### config.mk
export PLATFORM = sky130hd
export DESIGN_NAME = pwm_issue_collect
export DESIGN_NICKNAME = d
export VERILOG_FILES = /design/src/rtl/pwm_issue_collect.sv
export SDC_FILE = /design/constraint.sdc
export NUM_CORES = 1
export LEC_CHECK = 0
export CORE_MARGIN = 3
export CORE_UTILIZATION = 57
export DETAILED_ROUTE_END_ITERATION = 8
export DONT_BUFFER_PORTS = 1
export GPL_ROUTABILITY_DRIVEN = 0
export PLACE_DENSITY = 0.76
export SETUP_SLACK_MARGIN = 0.3
export SLEW_MARGIN = 20
export SYNTH_ARGS = -nofsm -noshare
export SYNTH_HDL_FRONTEND = slang
export SYNTH_SLANG_ARGS = --single-unit
### constraint.sdc
create_clock -name clk -period 8.25 [get_ports clk]
set_input_delay 0.825 -clock clk [delete_from_list [all_inputs] [get_ports clk]]
set_output_delay 0.825 -clock clk [all_outputs]
set_load 0.01 [all_outputs]
### src/rtl/pwm_issue_collect.sv
// Issue/collect controller for the PWM fixed-latency modular multiplier.
// Operands are issued under a credit limit; results are captured by a tag pipeline into an FWFT FIFO.
module pwm_issue_collect #(
  parameter int LATENCY    = 8,
  parameter int FIFO_DEPTH = 16,
  parameter int IDX_W      = 8,
  parameter int PARAM_Q    = 8380417
) (
  input  logic                          clk,
  input  logic                          rst_n,
  input  logic                          in_valid,
  output logic                          in_ready,
  input  logic [22:0]                   in_a,
  input  logic [22:0]                   in_b,
  input  logic [IDX_W-1:0]              in_idx,
  output logic [22:0]                   mul_opt1,
  output logic [22:0]                   mul_opt2,
  input  logic [22:0]                   mul_result,
  output logic                          out_valid,
  input  logic                          out_ready,
  output logic [22:0]                   out_data,
  output logic [IDX_W-1:0]              out_idx,
  output logic [$clog2(FIFO_DEPTH):0]   inflight,
  output logic                          busy,
  output logic                          err_overflow
);

  localparam int DW = $clog2(PARAM_Q);
  localparam int AW = $clog2(FIFO_DEPTH);
  localparam int CW = AW + 1;
  localparam int EW = IDX_W + DW;

  logic [DW-1:0]    opt1_q, opt1_d, opt2_q, opt2_d;
  logic [LATENCY:0] tag_v_q, tag_v_d;
  logic [IDX_W-1:0] tag_idx_q [LATENCY+1];
  logic [IDX_W-1:0] tag_idx_d [LATENCY+1];
  logic [CW-1:0]    inflight_q, inflight_d;

  logic [EW-1:0]    mem_q [FIFO_DEPTH];
  logic [AW-1:0]    wr_ptr_q, wr_ptr_d, rd_ptr_q, rd_ptr_d;
  logic [CW-1:0]    mem_cnt_q, mem_cnt_d;
  logic             out_valid_q, out_valid_d;
  logic [DW-1:0]    out_data_q, out_data_d;
  logic [IDX_W-1:0] out_idx_q, out_idx_d;
  logic             err_q, err_d;

  logic          accept, capture, pop, load, push_ok, fifo_full;
  logic [CW-1:0] fifo_count;
  logic [CW:0]   credit_used;

  // The output register counts as a FIFO entry, so capacity matches the credit limit.
  assign fifo_count  = mem_cnt_q + CW'(out_valid_q);
  assign fifo_full   = (fifo_count == CW'(FIFO_DEPTH));
  assign credit_used = {1'b0, fifo_count} + {1'b0, inflight_q};
  assign in_ready    = credit_used < (CW+1)'(FIFO_DEPTH);
  assign accept      = in_valid && in_ready;
  assign capture     = tag_v_q[LATENCY];
  assign pop         = out_valid_q && out_ready;
  assign load        = (mem_cnt_q != '0) && (!out_valid_q || pop);
  assign push_ok     = capture && (!fifo_full || pop);

  always_comb begin
    opt1_d = opt1_q;
    opt2_d = opt2_q;
    if (accept) begin
      opt1_d = in_a;
      opt2_d = in_b;
    end
    tag_v_d      = {tag_v_q[LATENCY-1:0], accept};
    tag_idx_d[0] = in_idx;
    for (int unsigned i = 1; i <= LATENCY; i++) begin
      tag_idx_d[i] = tag_idx_q[i-1];
    end
    inflight_d = inflight_q + CW'(accept) - CW'(capture);
  end

  always_comb begin
    wr_ptr_d    = wr_ptr_q;
    rd_ptr_d    = rd_ptr_q;
    out_valid_d = out_valid_q;
    out_data_d  = out_data_q;
    out_idx_d   = out_idx_q;
    err_d       = err_q || (capture && fifo_full && !pop);
    mem_cnt_d   = mem_cnt_q + CW'(push_ok) - CW'(load);
    if (push_ok) begin
      wr_ptr_d = wr_ptr_q + 1'b1;
    end
    if (load) begin
      {out_idx_d, out_data_d} = mem_q[rd_ptr_q];
      out_valid_d             = 1'b1;
      rd_ptr_d                = rd_ptr_q + 1'b1;
    end else if (pop) begin
      out_valid_d = 1'b0;
    end
  end

  always_ff @(posedge clk or negedge rst_n) begin
    if (!rst_n) begin
      opt1_q      <= '0;
      opt2_q      <= '0;
      tag_v_q     <= '0;
      for (int unsigned i = 0; i <= LATENCY; i++) begin
        tag_idx_q[i] <= '0;
      end
      inflight_q  <= '0;
      wr_ptr_q    <= '0;
      rd_ptr_q    <= '0;
      mem_cnt_q   <= '0;
      out_valid_q <= 1'b0;
      out_data_q  <= '0;
      out_idx_q   <= '0;
      err_q       <= 1'b0;
    end else begin
      opt1_q      <= opt1_d;
      opt2_q      <= opt2_d;
      tag_v_q     <= tag_v_d;
      tag_idx_q   <= tag_idx_d;
      inflight_q  <= inflight_d;
      wr_ptr_q    <= wr_ptr_d;
      rd_ptr_q    <= rd_ptr_d;
      mem_cnt_q   <= mem_cnt_d;
      out_valid_q <= out_valid_d;
      out_data_q  <= out_data_d;
      out_idx_q   <= out_idx_d;
      err_q       <= err_d;
    end
  end

  always_ff @(posedge clk) begin
    if (push_ok) begin
      mem_q[wr_ptr_q] <= {tag_idx_q[LATENCY], mul_result};
    end
  end

  assign mul_opt1     = opt1_q;
  assign mul_opt2     = opt2_q;
  assign out_valid    = out_valid_q;
  assign out_data     = out_data_q;
  assign out_idx      = out_idx_q;
  assign inflight     = inflight_q;
  assign busy         = (inflight_q != '0) || (fifo_count != '0);
  assign err_overflow = err_q;

endmodule

==> out/results.ini, run 1 <==
[floorplan]
boundaryPins = 167
die_height_um = 215
num_rows = 75
design.die.area_um2 = 46300
design.core.area_um2 = 42600
die_w_um = 215
start_util = 0.585

[timing]
max_freq_mhz = 234
grt_setup_unrepaired = no
finalClockSkew_ns = 0.0304
tns_ns = 0
setup_viol = 0
report.final.slew_viol_count = 0
fin_crit_ns = 4.27
slew_headroom = 0.321
finalHoldViolations = 0
pin_slew_with_the_least_headroom_to_its_limit_ns = 1.02
part_of_the_cycle_the_worst_path_needs = 0.518
hold_slack_ns = 0.261

[hold_path]
min_path_cells = 0
holdCritStartpoint = in_idx[7]
hold_end = tag_idx_d[63]$_DFF_PN0_
hold_path_class = in2reg

[clock_network]
root_buffer = clkbuf_16
htree_levels = 3
clk_pin_slew_worst_paths_ns = 0.06
clock_path_buffers = 3
cts.repair.resized = 0
cts_tree = yes
clkLatencyLatePin_ns = 0.59
cts-buffers-inserted = 67
clock_sinks = 674

[worst_setup_path]
ff2ff_path_depth = 16
critPathMaxFanout = 48
timing.rr.end = inflight[4]$_DFF_PN0_
setup.worst_path.end_class = flip-flop
r2r_start = out_valid$_DFFE_PN0P_
timing_worst_setup_path_type = reg2reg
cp_data_required_time_ns = 8.75
crit_arrival_ns = 4.77
r2r_slack_ns = 3.98
crit_path_start_kind = flip-flop

[detailed_routing]
wl_per_cell_um = 28.3
via_per_inst = 6.29
antenna_violating_nets_post_route = 0
wl_um = 51700
first_pass_iters = 5
drt_initial_violations = 1145
drc_violations_left = 0
dr_total_vias = 11500

[yosys]
synth_nets = 1268
yosys.area.top_type = edfxtp_1
synth_seq_area_share = 0.776
ys_types = 44
netlist_area_um2 = 24900
syn_inst = 1160
synth_top_cell_area_share = 0.598
yosysWarningCount = 0
ys_seq_elements = 674
syn_avg_cell_area_um2 = 21.5
synth.area.top_cells = edfxtp_1 60%, dfrtp_1 18%, mux4_2 11%, mux2_2 1.3%, ha_1 1.3%

[placement]
place.detailed.hpwl_um = 25100
detailed_place.area_um2 = 25700
place.port_buffers = 0
numPlacedInstances = 1703

[global_routing]
grt_overflow = 0
grtUsageTotal = 0.231
grt_first_pass_wirelength_um = 79200
antenna_violations_before_repair = 0
grt_pass1_vias = 12500
grt_start_max_net_pins = 179

[cells_and_area]
post-route-util = 0.658
drive_gt1_frac = 0.266
num-nets-final = 1304
postLayoutCellArea_um2 = 28000
post_layout_nonfiller_instances = 1828
areaGrowthSynthToFinish_pct = 12.6
insertedDiodeCount = 0

[power_and_ir_drop]
peakVddDrop_mv = 0.296
p_leak_nw = 9.75
power.density_nw_per_um2 = 351

[outcome]
outcome = completed

[flow_run]
cap_viol_max_count = 0

-- how the worst max path moves through the flow --
| stage | start | endpoint | slack, ns | cells past startpoint |
|---|---|---|---|---|
| floorplan | out_valid$_DFFE_PN0P_ | mem_q[3][0]$_DFFE_PP_ | 2.99 | 6 |
| global placement | out_valid$_DFFE_PN0P_ | inflight[4]$_DFF_PN0_ | 3.86 | 16 |
| detailed placement | out_valid$_DFFE_PN0P_ | inflight[4]$_DFF_PN0_ | 3.76 | 16 |
| CTS | out_valid$_DFFE_PN0P_ | inflight[4]$_DFF_PN0_ | 3.74 | 16 |
| global route | out_valid$_DFFE_PN0P_ | inflight[4]$_DFF_PN0_ | 3.81 | 16 |
| finish | out_valid$_DFFE_PN0P_ | inflight[4]$_DFF_PN0_ | 3.98 | 16 |
-- registers in the layout (all words and copies together) (netlist names) --
register and flops:
mul_opt2 23, tag_idx_d 64, inflight 5, wr_ptr_q 4, rd_ptr_q 4, tag_v_q 9
mem_cnt_q 5, out_data 23, mem_q 496, mul_opt1 23, tag_idx_q 8, err_overflow 1
out_valid 1, out_idx 8
-- synth_stat cells, drive strengths merged --
cell type / number
mux2i: 31
nor3: 3
buf: 29
or2: 2
ha: 25
a21oi: 6
inv: 22
nand2: 5
and4: 1
nand4b: 1
a21bo: 1
clkbuf: 31
o21ai: 3
mux2: 48
nand2b: 1
or3: 2
a221oi: 31
a21o: 4
and3b: 1
nand3b: 6
and2: 1
nor4b: 5
or4b: 1
mux4: 124
dfrtp: 178
edfxtp: 496
fa: 2
xor2: 6
nand4: 1
a21boi: 1
o22ai: 32
nand3: 4
a211o: 1
o21bai: 2
a31o: 1
nor2: 42
o211ai: 1
xnor2: 9
-- logic make-up after synthesis --
kind of cell	synth area share
XOR/XNOR	0.00527
adder cells (fa/ha/maj)	0.0142
AND/OR/NAND/NOR	0.0155
buffers and inverters	0.0151
multiplexers	0.149
flip-flops	0.776
AO/OA/AOI/OAI	0.0244
-- cell type report --
type / instances / area (um2)
flip-flops and latches: 674 / 19400
fillers: 2724 / 14600
multi-input cells: 404 / 5330
clock buffers: 89 / 1870
well taps: 577 / 722
inverters: 22 / 82.6
clock inverters: 35 / 454
repair buffers: 27 / 235
-- metal layers --
layer  global-route usage  vias up  share of wire
met5                    0        -              0
li1                     -     4737              -
met4               0.0996        0          0.036
met2                0.357      592           0.49
met1                0.311     6050           0.38
met3               0.0688      123           0.10
-- critical path, cell delays in order, from the launching register on --
cell      delay, ns
dfrtp_1        0.48
ha_1           0.28
ha_1           0.23
and3b_1        0.18
or2_2          0.28
ha_1           0.26
or3_1          0.39
a211o_4        0.58
ha_1           0.39
inv_1          0.06
ha_1           0.15
inv_1          0.06
fa_1           0.43
inv_1          0.07
a21oi_1        0.05
o21bai_1       0.15
xnor2_1        0.13
-- metrics by stage --
step / power [mW] / setup WS (ns)
4_1_cts: 9.96 / 3.74
2_1_floorplan: 6.20 / 2.99
6_report: 9.85 / 3.98
3_3_place_gp: 6.65 / 3.86
3_5_place_dp: 6.72 / 3.76
5_1_grt: 10.3 / 3.81
-- where the power goes --
part	total [mW]	internal, mW	leakage (nW)	switching [mW]
clock	3.17	1.90	1.14	1.27
combinational	2.19	1.16	2.07	1.03
sequential	4.49	4.00	6.54	0.489
total	9.85	7.06	9.75	2.79
-- placed cells by master (no fill, tap or decap), types with 5 or more instances in the layout --
cell type  instances
clkbuf_8           5
xor2_1             6
a221oi_1          31
clkbuf_1          14
nor4b_2            5
buf_4             25
nor2_4             9
xnor2_1            9
ha_1              25
clkinv_2          11
dfrtp_1          175
o22ai_1           32
a21oi_1            5
mux2i_1           31
clkbuf_16         70
nor2_1            33
mux4_2           124
mux2_4            20
bufinv_16          9
edfxtp_1         496
mux2_2            28
inv_1             22
nand3b_1           6
nand2_1            5
-- repair_timing --
action                    4_1_cts  5_1_grt
buffers inserted                0        0
hold endpoints to repair      178        0
hold buffers                    1        0
Note: power is estimated with default switching activity, not from simulation.
==> inputs of run 2 (changes only) <==
Settings changed: PLACE_DENSITY 0.76 to 0.79.
Clock period 8.25 ns to 3.7 ns, I/O delays scaled along.
==> run 2 against run 1 <==
  * The run now ends with negative hold slack left
  * Power increased by 120%
  * Clock-buffer cell count increased by 5
  * Routed wire length rose by 1.7%
  * Critical endpoint unchanged
  * Largest cell class unchanged
==> out/results.ini, run 2 (synthesis gave the netlist of run 1 again) <==
[detailed_routing]
dr_total_vias = 11900  ; +3.0%
antenna_violating_nets_post_route = 0  ; unchanged
first_pass_iters = 4  ; -1
wl_um = 52600  ; +1.7%
wl_per_cell_um = 27.4  ; -2.9%
drt_initial_violations = 1125  ; -1.7%
drc_violations_left = 0  ; unchanged
via_per_inst = 6.19  ; -1.7%

[cells_and_area]
most_frequent_standard_cell_in_the_layout_excluding_fill_and_tap_cells = edfxtp_1
drive_gt1_frac = 0.257  ; -0.00870
registers.top_by_ff_count = mem_q
areaGrowthSynthToFinish_pct = 15.8
layout.cells.most_common_list = 496 x edfxtp_1, 174 x dfrtp_1, 124 x mux4_2, 78 x dlygate4sd3_1, 69 x clkbuf_16
num-nets-final = 1395  ; +7.0%
post-route-util = 0.677  ; +0.0190
final.fill_count = 2576  ; -5.4%
max_reg_flops = 496  ; unchanged

[placement]
place.detailed.hpwl_um = 25800  ; +2.7%
place.port_buffers = 0  ; unchanged

[worst_setup_path]
worst_path_max_delay_cell = dfrtp_2
cp_data_required_time_ns = 4.19  ; -4.56 ns
worst_path_dominant_cell_family = adder cells
worst_path_most_repeated_cell = ha_4
crit_path_start_kind = flip-flop
critPathMaxFanout = 4  ; -92%
cp_num_buf_inv = 3  ; unchanged
r2r_slack_ns = 0.33  ; -3.65 ns
crit_chain = ha_4 -> ha_4 -> and3b_1 -> or2_4 -> ha_4 -> or3_4 -> a211o_4 -> ha_4 -> inv_2 -> ha_4 -> inv_2 -> fa_2 -> inv_2 -> a21oi_2 -> o21bai_1 -> xnor2_1
crit_path_max_incr_delay_ns = 0.48  ; -0.10 ns
timing_worst_setup_path_type = reg2reg
setup.worst_path.end_class = flip-flop
timing.rr.end = inflight[4]$_DFF_PN0_
r2r_start = out_valid$_DFFE_PN0P_
crit_arrival_ns = 3.86  ; -0.91 ns
ff2ff_path_depth = 16  ; unchanged

[timing]
setup_viol = 0  ; unchanged
finalHoldViolations = 178  ; +178
pin_slew_with_the_least_headroom_to_its_limit_ns = 1.10  ; +0.0825 ns
part_of_the_cycle_the_worst_path_needs = 0.911  ; +0.393
max_freq_mhz = 297  ; +27%
grt_setup_unrepaired = yes
slew_headroom = 0.266  ; -0.0550
tns_ns = 0  ; unchanged
finalClockSkew_ns = 0.0175  ; -0.0129 ns
hold_slack_ns = -0.508  ; -0.769 ns
fin_crit_ns = 3.37  ; -0.899 ns
report.final.slew_viol_count = 0  ; unchanged

[hold_path]
hold_path_class = in2async

[outcome]
outcome = finished with violations
violations = negative hold slack

[floorplan]
design.die.area_um2 = 46300  ; unchanged
die_height_um = 215  ; unchanged
start_util = 0.585  ; unchanged
num_rows = 75  ; unchanged
design.core.area_um2 = 42600  ; unchanged
boundaryPins = 167  ; unchanged
die_w_um = 215  ; unchanged

[clock_network]
root_buffer = clkbuf_16
htree_levels = 3  ; unchanged
clkLatencyLatePin_ns = 0.59  ; about the same
cts-buffers-inserted = 67  ; unchanged
clock_path_buffers = 3  ; unchanged
clk_pin_slew_worst_paths_ns = 0.06  ; about the same
cts_hold_buffers = 78  ; +77
clock_sinks = 674  ; unchanged
cts_tree = yes

[global_routing]
antenna_violations_before_repair = 2  ; +2
grt_overflow = 0  ; unchanged
grt_first_pass_wirelength_um = 81100  ; +2.4%
grt_pass1_vias = 13200  ; +5.3%
grtUsageTotal = 0.234  ; +0.00371
grt_start_max_net_pins = 179  ; unchanged

[flow_run]
cap_viol_max_count = 0  ; unchanged

[power_and_ir_drop]
power.density_nw_per_um2 = 756  ; +120%
p_leak_nw = 10.0  ; +3.1%
peakVddDrop_mv = 0.592  ; +100%

run 2: area by class of cell:
type	instances	area, um2	area share
Antenna cell	2	5.00	0.000173
Clock buffer	94	1880	0.0652
Clock inverter	24	209	0.00724
Inverter	22	82.6	0.00286
Multi-Input combinational cell	404	5440	0.189
Sequential cell	674	19400	0.671
Tap cell	577	722	0.0250
Timing Repair Buffer	118	1160	0.0401
run 2: routing by layer:
metal  up-vias  wire length (um)  GRT usage
met5         -                 0          0
met4         0              1600     0.0861
met3       127              4620     0.0583
met2       565             27000      0.393
met1      6233             19400      0.303
li1       4925                 -          -
run 2: how the worst max path moves through the flow:
stage / slack, ns / depth (start not counted) / to / from
final: 0.33 / 16 / inflight[4]$_DFF_PN0_ / out_valid$_DFFE_PN0P_
after floorplan: -0.33 / 6 / mem_q[4][0]$_DFFE_PP_ / out_valid$_DFFE_PN0P_
after detailed placement: 0.12 / 16 / inflight[4]$_DFF_PN0_ / out_valid$_DFFE_PN0P_
after global routing: 0.24 / 16 / inflight[4]$_DFF_PN0_ / out_valid$_DFFE_PN0P_
after global placement: 0.20 / 16 / inflight[4]$_DFF_PN0_ / out_valid$_DFFE_PN0P_
after CTS: 0.22 / 16 / inflight[4]$_DFF_PN0_ / out_valid$_DFFE_PN0P_
run 2: what timing repair did:
item,in CTS,in global routing
resized for setup,10,1
setup buffers,4,3
hold endpoints to repair,601,178
pin swaps,8,8
endpoints found under the setup margin,1,4
run 2: through the flow:
stage / std cells / setup slack, ns / power, mW / cell area, um2 / hold slack [ns]
floorplan: 1160 / -0.329 / 13.9 / 25000 / 0.0744
global placement: 1710 / 0.202 / 15.0 / 25900 / 0.0825
detailed placement: 1710 / 0.124 / 15.2 / 25900 / 0.0825
CTS: 1910 / 0.218 / 22.0 / 28800 / -0.543
global route: 1914 / 0.236 / 22.8 / 28900 / -0.531
finish: 1915 / 0.329 / 21.8 / 28900 / -0.508
run 2: power by group:
group	internal, mW	switching, mW
clock	3.76	2.73
combinational	2.83	2.53
sequential	8.92	1.04
total	15.5	6.31
run 2: worst register-to-register path: stages (launching register included):
cell and delay, ns:
dfrtp_2 0.48, ha_4 0.20, ha_4 0.17, and3b_1 0.18
or2_4 0.24, ha_4 0.20, or3_4 0.33, a211o_4 0.29
ha_4 0.21, inv_2 0.06, ha_4 0.12, inv_2 0.03
fa_2 0.34, inv_2 0.07, a21oi_2 0.04, o21bai_1 0.17
xnor2_1 0.15
